==> src/rtl/servant_wb_arbiter_mux.sv <==
// Wishbone 1-to-N slave multiplexer between the SERV data bus and its peripherals.
// The slave is chosen by the top SEL_BITS of the address. Each slave either returns its
// own ack or is auto-acked by the mux. Unmapped addresses and ack timeouts get an error
// response. Read data is registered, and the mux keeps an error count and the last
// errored address.
//
// Ports:
//   i_clk, i_rst           clock, asynchronous active-high reset
//   i_wb_cpu_*             master request (adr, dat, sel, we, cyc)
//   o_wb_cpu_rdt/ack/err   registered response to the master
//   o_wb_s_adr/dat/sel/we  request broadcast to every slave
//   o_wb_s_cyc             per-slave cyc, one-hot or zero
//   i_wb_s_rdt/ack         per-slave response
//   o_err_cnt              saturating count of error responses
//   o_err_adr              address of the most recent errored access
module servant_wb_arbiter_mux #(
  parameter int unsigned                   NUM_SLAVES    = 8,
  parameter int unsigned                   SEL_BITS      = 3,
  parameter logic [(2**SEL_BITS)-1:0]      VALID_MASK    = 8'hFF,
  parameter logic [(2**SEL_BITS)-1:0]      AUTO_ACK_MASK = 8'h1D,
  parameter int unsigned                   TIMEOUT       = 255,
  parameter logic [31:0]                   ERR_DATA      = 32'hDEADBEEF
) (
  input  logic                       i_clk,
  input  logic                       i_rst,
  input  logic [31:0]                i_wb_cpu_adr,
  input  logic [31:0]                i_wb_cpu_dat,
  input  logic [3:0]                 i_wb_cpu_sel,
  input  logic                       i_wb_cpu_we,
  input  logic                       i_wb_cpu_cyc,
  output logic [31:0]                o_wb_cpu_rdt,
  output logic                       o_wb_cpu_ack,
  output logic                       o_wb_cpu_err,
  output logic [32*NUM_SLAVES-1:0]   o_wb_s_adr,
  output logic [32*NUM_SLAVES-1:0]   o_wb_s_dat,
  output logic [4*NUM_SLAVES-1:0]    o_wb_s_sel,
  output logic [NUM_SLAVES-1:0]      o_wb_s_we,
  output logic [NUM_SLAVES-1:0]      o_wb_s_cyc,
  input  logic [32*NUM_SLAVES-1:0]   i_wb_s_rdt,
  input  logic [NUM_SLAVES-1:0]      i_wb_s_ack,
  output logic [7:0]                 o_err_cnt,
  output logic [31:0]                o_err_adr
);

  typedef enum logic [1:0] {StIdle, StBusy, StResp, StErr} state_e;

  state_e              state_q, state_d;
  logic [SEL_BITS-1:0] idx_q, idx_d;
  logic [15:0]         timer_q, timer_d;
  logic [31:0]         rdt_q, rdt_d;
  logic                ack_q, ack_d;
  logic                err_q, err_d;
  logic [7:0]          err_cnt_q, err_cnt_d;
  logic [31:0]         err_adr_q, err_adr_d;

  logic [SEL_BITS-1:0] adr_idx;
  logic                adr_mapped;
  logic [31:0]         sel_rdt;
  logic                sel_ack;
  logic                sel_auto;
  logic                go_err;

  assign adr_idx    = i_wb_cpu_adr[31 -: SEL_BITS];
  assign adr_mapped = ({{(32-SEL_BITS){1'b0}}, adr_idx} < NUM_SLAVES) && VALID_MASK[adr_idx];

  // Response of the latched slave; loop keeps indexing within the populated ports.
  always_comb begin
    sel_rdt  = '0;
    sel_ack  = 1'b0;
    sel_auto = 1'b0;
    for (int i = 0; i < NUM_SLAVES; i++) begin
      if (idx_q == SEL_BITS'(i)) begin
        sel_rdt  = i_wb_s_rdt[32*i +: 32];
        sel_ack  = i_wb_s_ack[i];
        sel_auto = AUTO_ACK_MASK[i];
      end
    end
  end

  always_comb begin
    for (int i = 0; i < NUM_SLAVES; i++) begin
      o_wb_s_adr[32*i +: 32] = i_wb_cpu_adr;
      o_wb_s_dat[32*i +: 32] = i_wb_cpu_dat;
      o_wb_s_sel[4*i +: 4]   = i_wb_cpu_sel;
      o_wb_s_we[i]           = i_wb_cpu_we;
      o_wb_s_cyc[i]          = (state_q == StBusy) && i_wb_cpu_cyc && (idx_q == SEL_BITS'(i));
    end
  end

  always_comb begin
    state_d   = state_q;
    idx_d     = idx_q;
    timer_d   = timer_q;
    rdt_d     = rdt_q;
    ack_d     = 1'b0;
    err_d     = 1'b0;
    err_cnt_d = err_cnt_q;
    err_adr_d = err_adr_q;
    go_err    = 1'b0;

    unique case (state_q)
      StIdle: begin
        if (i_wb_cpu_cyc) begin
          idx_d = adr_idx;
          if (adr_mapped) begin
            state_d = StBusy;
            timer_d = '0;
          end else begin
            go_err = 1'b1;
          end
        end
      end
      StBusy: begin
        if (!i_wb_cpu_cyc) begin
          state_d = StIdle;
        end else if (sel_auto || sel_ack) begin
          // A slave ack in the expiry cycle still wins over the timeout.
          rdt_d   = sel_rdt;
          ack_d   = 1'b1;
          state_d = StResp;
        end else if (timer_q == 16'(TIMEOUT - 1)) begin
          go_err = 1'b1;
        end else begin
          timer_d = timer_q + 16'd1;
        end
      end
      StResp:  state_d = StIdle;
      StErr:   state_d = StIdle;
      default: state_d = StIdle;
    endcase

    // Error response flags are registered on entry so they appear during the ERR cycle.
    if (go_err) begin
      state_d   = StErr;
      ack_d     = 1'b1;
      err_d     = 1'b1;
      rdt_d     = ERR_DATA;
      err_adr_d = i_wb_cpu_adr;
      if (err_cnt_q != 8'hFF) err_cnt_d = err_cnt_q + 8'd1;
    end
  end

  always_ff @(posedge i_clk or posedge i_rst) begin
    if (i_rst) begin
      state_q   <= StIdle;
      idx_q     <= '0;
      timer_q   <= '0;
      rdt_q     <= '0;
      ack_q     <= 1'b0;
      err_q     <= 1'b0;
      err_cnt_q <= '0;
      err_adr_q <= '0;
    end else begin
      state_q   <= state_d;
      idx_q     <= idx_d;
      timer_q   <= timer_d;
      rdt_q     <= rdt_d;
      ack_q     <= ack_d;
      err_q     <= err_d;
      err_cnt_q <= err_cnt_d;
      err_adr_q <= err_adr_d;
    end
  end

  assign o_wb_cpu_rdt = rdt_q;
  assign o_wb_cpu_ack = ack_q;
  assign o_wb_cpu_err = err_q;
  assign o_err_cnt    = err_cnt_q;
  assign o_err_adr    = err_adr_q;

endmodule
==> config.mk <==
export PLATFORM = sky130hd
export DESIGN_NAME = servant_wb_arbiter_mux
export DESIGN_NICKNAME = d
export VERILOG_FILES = /design/src/rtl/servant_wb_arbiter_mux.sv
export SDC_FILE = /design/constraint.sdc
export NUM_CORES = 1
export LEC_CHECK = 0
export CAP_MARGIN = 20
export CORE_AREA = 2 2 379 381
export CTS_BUF_LIST = sky130_fd_sc_hd__clkbuf_16
export CTS_CLUSTER_SIZE = 14
export DETAILED_ROUTE_END_ITERATION = 7
export DIE_AREA = 0 0 381 383
export PLACE_DENSITY = 0.4
export SLEW_MARGIN = 10
export SYNTH_ARGS = -nofsm -noshare
export SYNTH_HDL_FRONTEND = slang
export SYNTH_SLANG_ARGS = --single-unit
==> constraint.sdc <==
create_clock -name i_clk -period 2.8 [get_ports i_clk]
set_input_delay 0.28 -clock i_clk [delete_from_list [all_inputs] [get_ports i_clk]]
set_output_delay 0.28 -clock i_clk [all_outputs]
set_load 0.05 [all_outputs]
**Yosys cells after proc, flatten, opt, wreduce, memory -nomap -nowiden**

Memories as Yosys holds them, arrays and structs flattened.
Cells that the tools add are included.

- Add/subtract/negate cells: 2
- Order comparisons: 1
- Equality and inequality tests: 20
- Mux-type cells: 52
- Reduce and logical (&&, ||, !) cells: 22

Operators with widths:

| cell | count |
|---|---|
| two-way mux 32 bit | 12 |
| two-way mux 16 bit | 5 |
| one-hot mux 16 bit (2 select lines) | 1 |
| two-way mux 1 bit | 27 |
| adder 16 x 1 -> 16 bit (second input constant) | 1 |
| == test 16 x 8 -> 1 bit (second input constant) | 1 |
| == test 3 bit (second input constant) | 4 |
| two-way mux 2 bit | 5 |
| inequality test 2 bit (second input constant) | 5 |
| logical AND 1 bit | 9 |
| adder 8 x 1 -> 8 bit (second input constant) | 1 |
| inequality test 8 bit (second input constant) | 1 |
| nonzero test 2 bit | 4 |
| == test 3 x 2 -> 1 bit (second input constant) | 2 |
| inequality test 3 bit (second input constant) | 2 |
| one-hot mux 2 bit (3 select lines) | 1 |
| AND reduction 3 bit | 2 |
| AND reduction 6 bit | 1 |
| == test 2 bit (second input constant) | 2 |
| less-than comparator 3 x 4 -> 1 bit (second input constant) | 1 |
| inequality test 4 x 3 -> 1 bit (second input constant) | 1 |
| AND reduction 2 bit | 2 |
| == test 3 x 1 -> 1 bit (second input constant) | 1 |
| zero test 3 bit | 1 |
| other kinds (5) | 5 |

- Register bits after elaboration: 95
- ROM bits: 8
- Input port bits: 336
- Output and inout bits: 634
- Word-level logic and storage cells: 106
- Memories: 1

Memory list:

| memory | depth | bits a word | rd ports | clocked after memory_dff | write ports | RTL line | source |
|---|---|---|---|---|---|---|---|
| (name not given) | 8 | 1 | 1 | 0 | 0 | 64 | `assign adr_mapped = ({{(32-SEL_BITS){1'b0}}, adr_idx} < NUM_SLAVES) && VALID_MASK[adr_idx];` |

**Logic depth before layout (Yosys ltp)**

- Depth in word-level cells: 15
- Depth in mapped cells: 9
- Gate-level depth less buffers: 8

**Worst setup path before layout**

OpenSTA, ideal clock, no wires.

- Path kind: flip-flop to output port
- From: reg idx_q[0]
- To: out o_wb_s_cyc[5]
- Data arrival time: 3390 ps
- Data required time: 2520 ps
- Path slack: -870 ps
- Stages on the path, launching flop included: 6
- Buffers on the path: 4
- Cell sequence: dfrtp_1 > clkbuf_1 > clkbuf_1 > clkbuf_1 > clkbuf_1 > nor4b_1

- Cells in the longest elaborated chain, start to end: 2

Ends and longest elaborated chain:

| item | RTL line | source |
|---|---|---|
| from (decl) | 48 | `logic [SEL_BITS-1:0] idx_q, idx_d;` |
| from (signal assigned) | 155 | `idx_q <= idx_d;` |
| == test 3 bit | 86 | `o_wb_s_cyc[i] = (state_q == StBusy) && i_wb_cpu_cyc && (idx_q == SEL_BITS'(i));` |
| logical AND 1 bit | 86 |  |
| to (decl) | 38 | `output logic [NUM_SLAVES-1:0] o_wb_s_cyc,` |

No other way between the ends.

**Final worst setup path**

- From: reg timer_q[12]
- To: reg err_cnt_q[6] (netlist: o_err_cnt[6])

- Cells in the longest elaborated chain, start to end: 6

Ends and longest elaborated chain:

| item | RTL line | source |
|---|---|---|
| from (decl) | 49 | `logic [15:0] timer_q, timer_d;` |
| from (signal assigned) | 156 | `timer_q <= timer_d;` |
| == test 16 x 8 -> 1 bit | 121 | `end else if (timer_q == 16'(TIMEOUT - 1)) begin` |
| two-way mux 1 bit | 121 |  |
| two-way mux 1 bit | 116 | `end else if (sel_auto \|\| sel_ack) begin` |
| two-way mux 1 bit | 114 | `if (!i_wb_cpu_cyc) begin` |
| one-hot mux 1 bit (2 select lines) | 101 | `unique case (state_q)` |
| AND reduction 2 bit (no line) | - |  |
| to (signal assigned) | 160 | `err_cnt_q <= err_cnt_d;` |
| to (decl) | 53 | `logic [7:0] err_cnt_q, err_cnt_d;` |

No other way between the ends.
A chain may end at the register's enable or synchronous reset.

==> out/results.env <==
STATUS='finished, final reports clean'
CTS.PATH.MAX_BUFFERS=2
CLOCK_TREE.HTREE_LEVEL_COUNT=3
INITIALDRTVIOLATIONCOUNT=296
FMAX_GHz=0.377
FINAL_CORE_UTILIZATION_PCT=11.1
NNETSFINAL=1676
NUMPLACEDINSTANCES=3229
MAX_SLEW_MARGIN_PCT=45.2
MOST_USED_CELLS_IN_THE_LAYOUT_EXCLUDING_FILL_AND_TAP_CELLS='612 x sky130_fd_sc_hd__clkdlybuf4s50_1, 138 x sky130_fd_sc_hd__nand2_1, 92 x sky130_fd_sc_hd__dfrtp_1, 61 x sky130_fd_sc_hd__buf_4, 48 x sky130_fd_sc_hd__mux2i_1'
MAX_CAP_CHECK_VIOLATION_COUNT=0
GR-USAGE-ALL-LAYERS_PCT=6.89
SYNTHDISTINCTLIBCELLS=57
SYNTH_FLOP_CELL='sky130_fd_sc_hd__dfrtp_1'
FIRSTDRTPASSITERS=4
FIN_SKEW_NS=0.0141
FINAL.MIN_CLOCK_PERIOD_NS=2.66
I_O_PINS=970
FINALMAXSLEWVIOLATIONS=0
NUMBER_OF_GLOBAL_ROUTE_VIAS_BEFORE_REPAIR=8496
POSTCTSSETUPBUFFERS=0
FINAL.HOLD.WORST_SLACK_NS=0.277
AREA_FRACTION_IN_COMPOUND_GATES_AFTER_SYNTHESIS_PCT=11.6
FLOORPLAN.CORE_AREA_UM2=142000
CLK_PIN_SLEW_NS=0.08
FINALCRITPERIODSHARE_PCT=94.8
CRIT_TYPE='reg -> reg'
GRT_FIRST_PASS_WIRELENGTH_UM=68900
CTS.SINK_COUNT=95
WORST_MAX_SLEW_PIN_SLEW_NS=0.820
WORSTPATHARRIVAL_NS=2.97
BUFFER_PORTS.INSERTED=635
HOLDCRITPATHCLASS='in -> async'
LAYOUT.CELLS.MOST_COMMON='sky130_fd_sc_hd__clkdlybuf4s50_1'
POST_SYNTH_AND_OR_NAND_NOR_AREA_FRACTION_PCT=11.8
WORSTSETUPENDPOINTTYPE='register'
PWR_DENSITY_CELL_nW_PER_UM2=615
SETUP_VIOL_COUNT_FINAL=0
ANTENNA_VIOLATING_NETS_REMAINING=0
YOSYS_WARNINGS=0
YOSYS.AREA_SHARE.XOR_XNOR_PCT=0.418
YOSYS-MUX-AREA-FRACTION_PCT=10.9
ROW_COUNT=139
DIE-AREA_UM2=146000
VIA_COUNT=8325
TIMING.CRITICAL_PATH.FANOUT_MAX=16
GRT_START_MAX_NET_PINS=62
GLOBALROUTEOVERFLOWTOTAL=0
POSTCTSHOLDBUFS=0
FILLER_FREE_CELL_COUNT_OF_THE_FINISHED_DESIGN=3247
SYNTHESIS.NETS=1581
MAPPEDNETLISTAREA_UM2=10500
WORST_SUPPLY_VOLTAGE_DROP_ON_VDD_uV=258
SYNTH.FF_LATCH_COUNT=95
COMBINATIONAL_FAMILY_WITH_THE_MOST_AREA_AFTER_SYNTHESIS='buffers and inverters'
DP.FINAL_HPWL_UM=44200
ROUTABILITYCONGESTION=0.753
AREA_GROWTH_SYN_TO_LAYOUT_PCT=50.4
WORST_SKEW_PAIR.LATE_LATENCY_NS=0.43
SYNTHESIS.AREA_PER_INSTANCE_UM2=8.44
ROUTED_WIRELENGTH_UM=51500
DIEHEIGHT_UM=383
POST_DRT_WL_PER_CELL_UM=15.9
DRC=0
SEQUENTIAL_ELEMENT_SHARE_OF_THE_SYNTHESIZED_AREA_PCT=22.7
SYNTHCELLS=1242
CTS-ROOT-BUF='sky130_fd_sc_hd__clkbuf_16'
NUMCTSBUFFERS=9
CLOCK_TREE_FROM_TRITONCTS='built'
GRT_SETUP_UNREPAIRED='no'
SETUP_TNS_FINAL_NS=0
DIE_WIDTH_UM=381
CTS_RESIZED=0
VIA_PER_INST=2.56
FRACTION_OF_LAYOUT_CELLS_WITH_A_SIZE_SUFFIX_ABOVE_1_PCT=10.7
YOSYS.AREA_SHARE.ADDER_PCT=0.358
INITIAL_CORE_UTIL_PCT=7.37
SYNTH_ASYNC_SR_FLOP_SHARE_PCT=100
POWER.STATIC_LEAKAGE_nW=5.71
NUMBER_OF_ANTENNA_VIOLATIONS_AT_THE_FIRST_CHECK_IN_GLOBAL_ROUTING=10
HOLD_VIOLATIONS=0
REG2REG_SETUP_SLACK_NS=0.14
CRITPATHLAUNCHTYPE='register'
SYNTH_EDF_COUNT=0
CRITICAL_PATH_REQUIRED_NS=3.12
==> synthesized netlist by cell type (4+ instances only) <==
cell type | n | area (um2)
sky130_fd_sc_hd__nand4_1 | 8 | 50.1
sky130_fd_sc_hd__buf_4 | 552 | 4140
sky130_fd_sc_hd__o21a_1 | 4 | 30.0
sky130_fd_sc_hd__o32a_1 | 4 | 40.0
sky130_fd_sc_hd__dfrtp_1 | 95 | 2380
sky130_fd_sc_hd__nor2b_1 | 21 | 131
sky130_fd_sc_hd__buf_2 | 6 | 30.0
sky130_fd_sc_hd__mux2i_1 | 48 | 480
sky130_fd_sc_hd__inv_1 | 16 | 60.1
sky130_fd_sc_hd__a22oi_1 | 8 | 60.1
sky130_fd_sc_hd__nor3_1 | 5 | 25.0
sky130_fd_sc_hd__and3_1 | 8 | 50.1
sky130_fd_sc_hd__clkbuf_1 | 42 | 158
sky130_fd_sc_hd__xor2_1 | 5 | 43.8
sky130_fd_sc_hd__a31oi_1 | 10 | 62.6
sky130_fd_sc_hd__o31ai_1 | 5 | 37.5
sky130_fd_sc_hd__nand2_1 | 138 | 518
sky130_fd_sc_hd__a21oi_1 | 25 | 125
sky130_fd_sc_hd__mux4_2 | 20 | 450
sky130_fd_sc_hd__o21ai_0 | 35 | 175
sky130_fd_sc_hd__nor2_1 | 23 | 86.3
sky130_fd_sc_hd__a2bb2oi_1 | 22 | 193
sky130_fd_sc_hd__o221ai_1 | 12 | 105
sky130_fd_sc_hd__or4_1 | 6 | 45.0
sky130_fd_sc_hd__mux2_2 | 18 | 203
sky130_fd_sc_hd__nand2b_1 | 11 | 68.8
sky130_fd_sc_hd__o22ai_1 | 13 | 81.3
sky130_fd_sc_hd__nor4_1 | 7 | 43.8
sky130_fd_sc_hd__buf_1 | 8 | 30.0
sky130_fd_sc_hd__and2_1 | 5 | 31.3
sky130_fd_sc_hd__nand3_1 | 6 | 30.0
sky130_fd_sc_hd__o22a_1 | 11 | 96.3
sky130_fd_sc_hd__o2bb2ai_1 | 5 | 43.8
==> through the flow <==
stage               power [mW]  worst slack (ns)  area, um2
floorplan                 6.99            -0.383      10500
global placement          8.54             0.151      15500
detailed placement        8.52             0.130      15500
CTS                       10.0            0.0811      15800
global route              10.4            0.0289      15800
finish                    9.70             0.145      15800
==> state kept, by name, summed over array words and instances (netlist names) <==
register / cells
o_wb_cpu_rdt: 32
o_wb_cpu_ack: 1
idx_q: 3
o_err_adr: 32
o_wb_cpu_err: 1
timer_q: 16
state_q: 2
o_err_cnt: 8
==> final cells by class <==
type	instances	area, um2
fill	16546	126000
sequential	95	2390
tap	1903	2380
antenna	2	5.00
timing repair buffer	692	6960
clock inverter	7	48.8
inverter	17	68.8
multi-input combinational	522	3700
clock buffer	9	225
==> metal layers <==
layer	part of all wire, %	vias up	global-route usage (%)
met5	0.093	-	0
met4	2.5	8	2.44
met3	13	103	3.92
met2	47	444	11.1
met1	37	3919	7.55
li1	-	3851	-
==> critical path, cell delays in order, from the launching register on <==
cell,delay [ns]
sky130_fd_sc_hd__dfrtp_1,0.42
sky130_fd_sc_hd__or4_1,0.56
sky130_fd_sc_hd__or4_4,0.55
sky130_fd_sc_hd__a2111oi_4,0.39
sky130_fd_sc_hd__buf_12,0.21
sky130_fd_sc_hd__nand2_1,0.08
sky130_fd_sc_hd__mux2_1,0.31
==> power breakdown <==
part | leakage [nW] | switching (mW) | total (mW) | internal, mW
Combinational | 4.34 | 3.99 | 6.48 | 2.49
Sequential | 1.23 | 0.222 | 1.86 | 1.64
Clock | 0.138 | 0.746 | 1.35 | 0.606
Total | 5.71 | 4.95 | 9.70 | 4.74
==> path summary, 6_finish.rpt <==
path / start / end / depth (start not counted)
max in group asynchronous: i_rst / idx_q[1] / 3
min in group i_clk: i_wb_s_rdt[247] / o_wb_cpu_rdt[23] / 3
worst min-delay path: i_rst / o_err_adr[16] / 2
worst min register to register: o_err_adr[23] / o_err_adr[23] / 2
worst max register to register: timer_q[12] / o_err_cnt[6] / 6
worst max-delay path: timer_q[12] / o_err_cnt[6] / 6
==> logic make-up (layout without fill, tap and decap cells) <==
family          after synthesis  after routing
compound gates              171            171
xor+xnor                      5              5
fa+ha+maj                     3              3
buf+inv                     625            725
flops                        95             95
mux                          87             87
other cells                   0              2
simple gates                256            256
No activity file was read; power rests on OpenSTA's default activity.
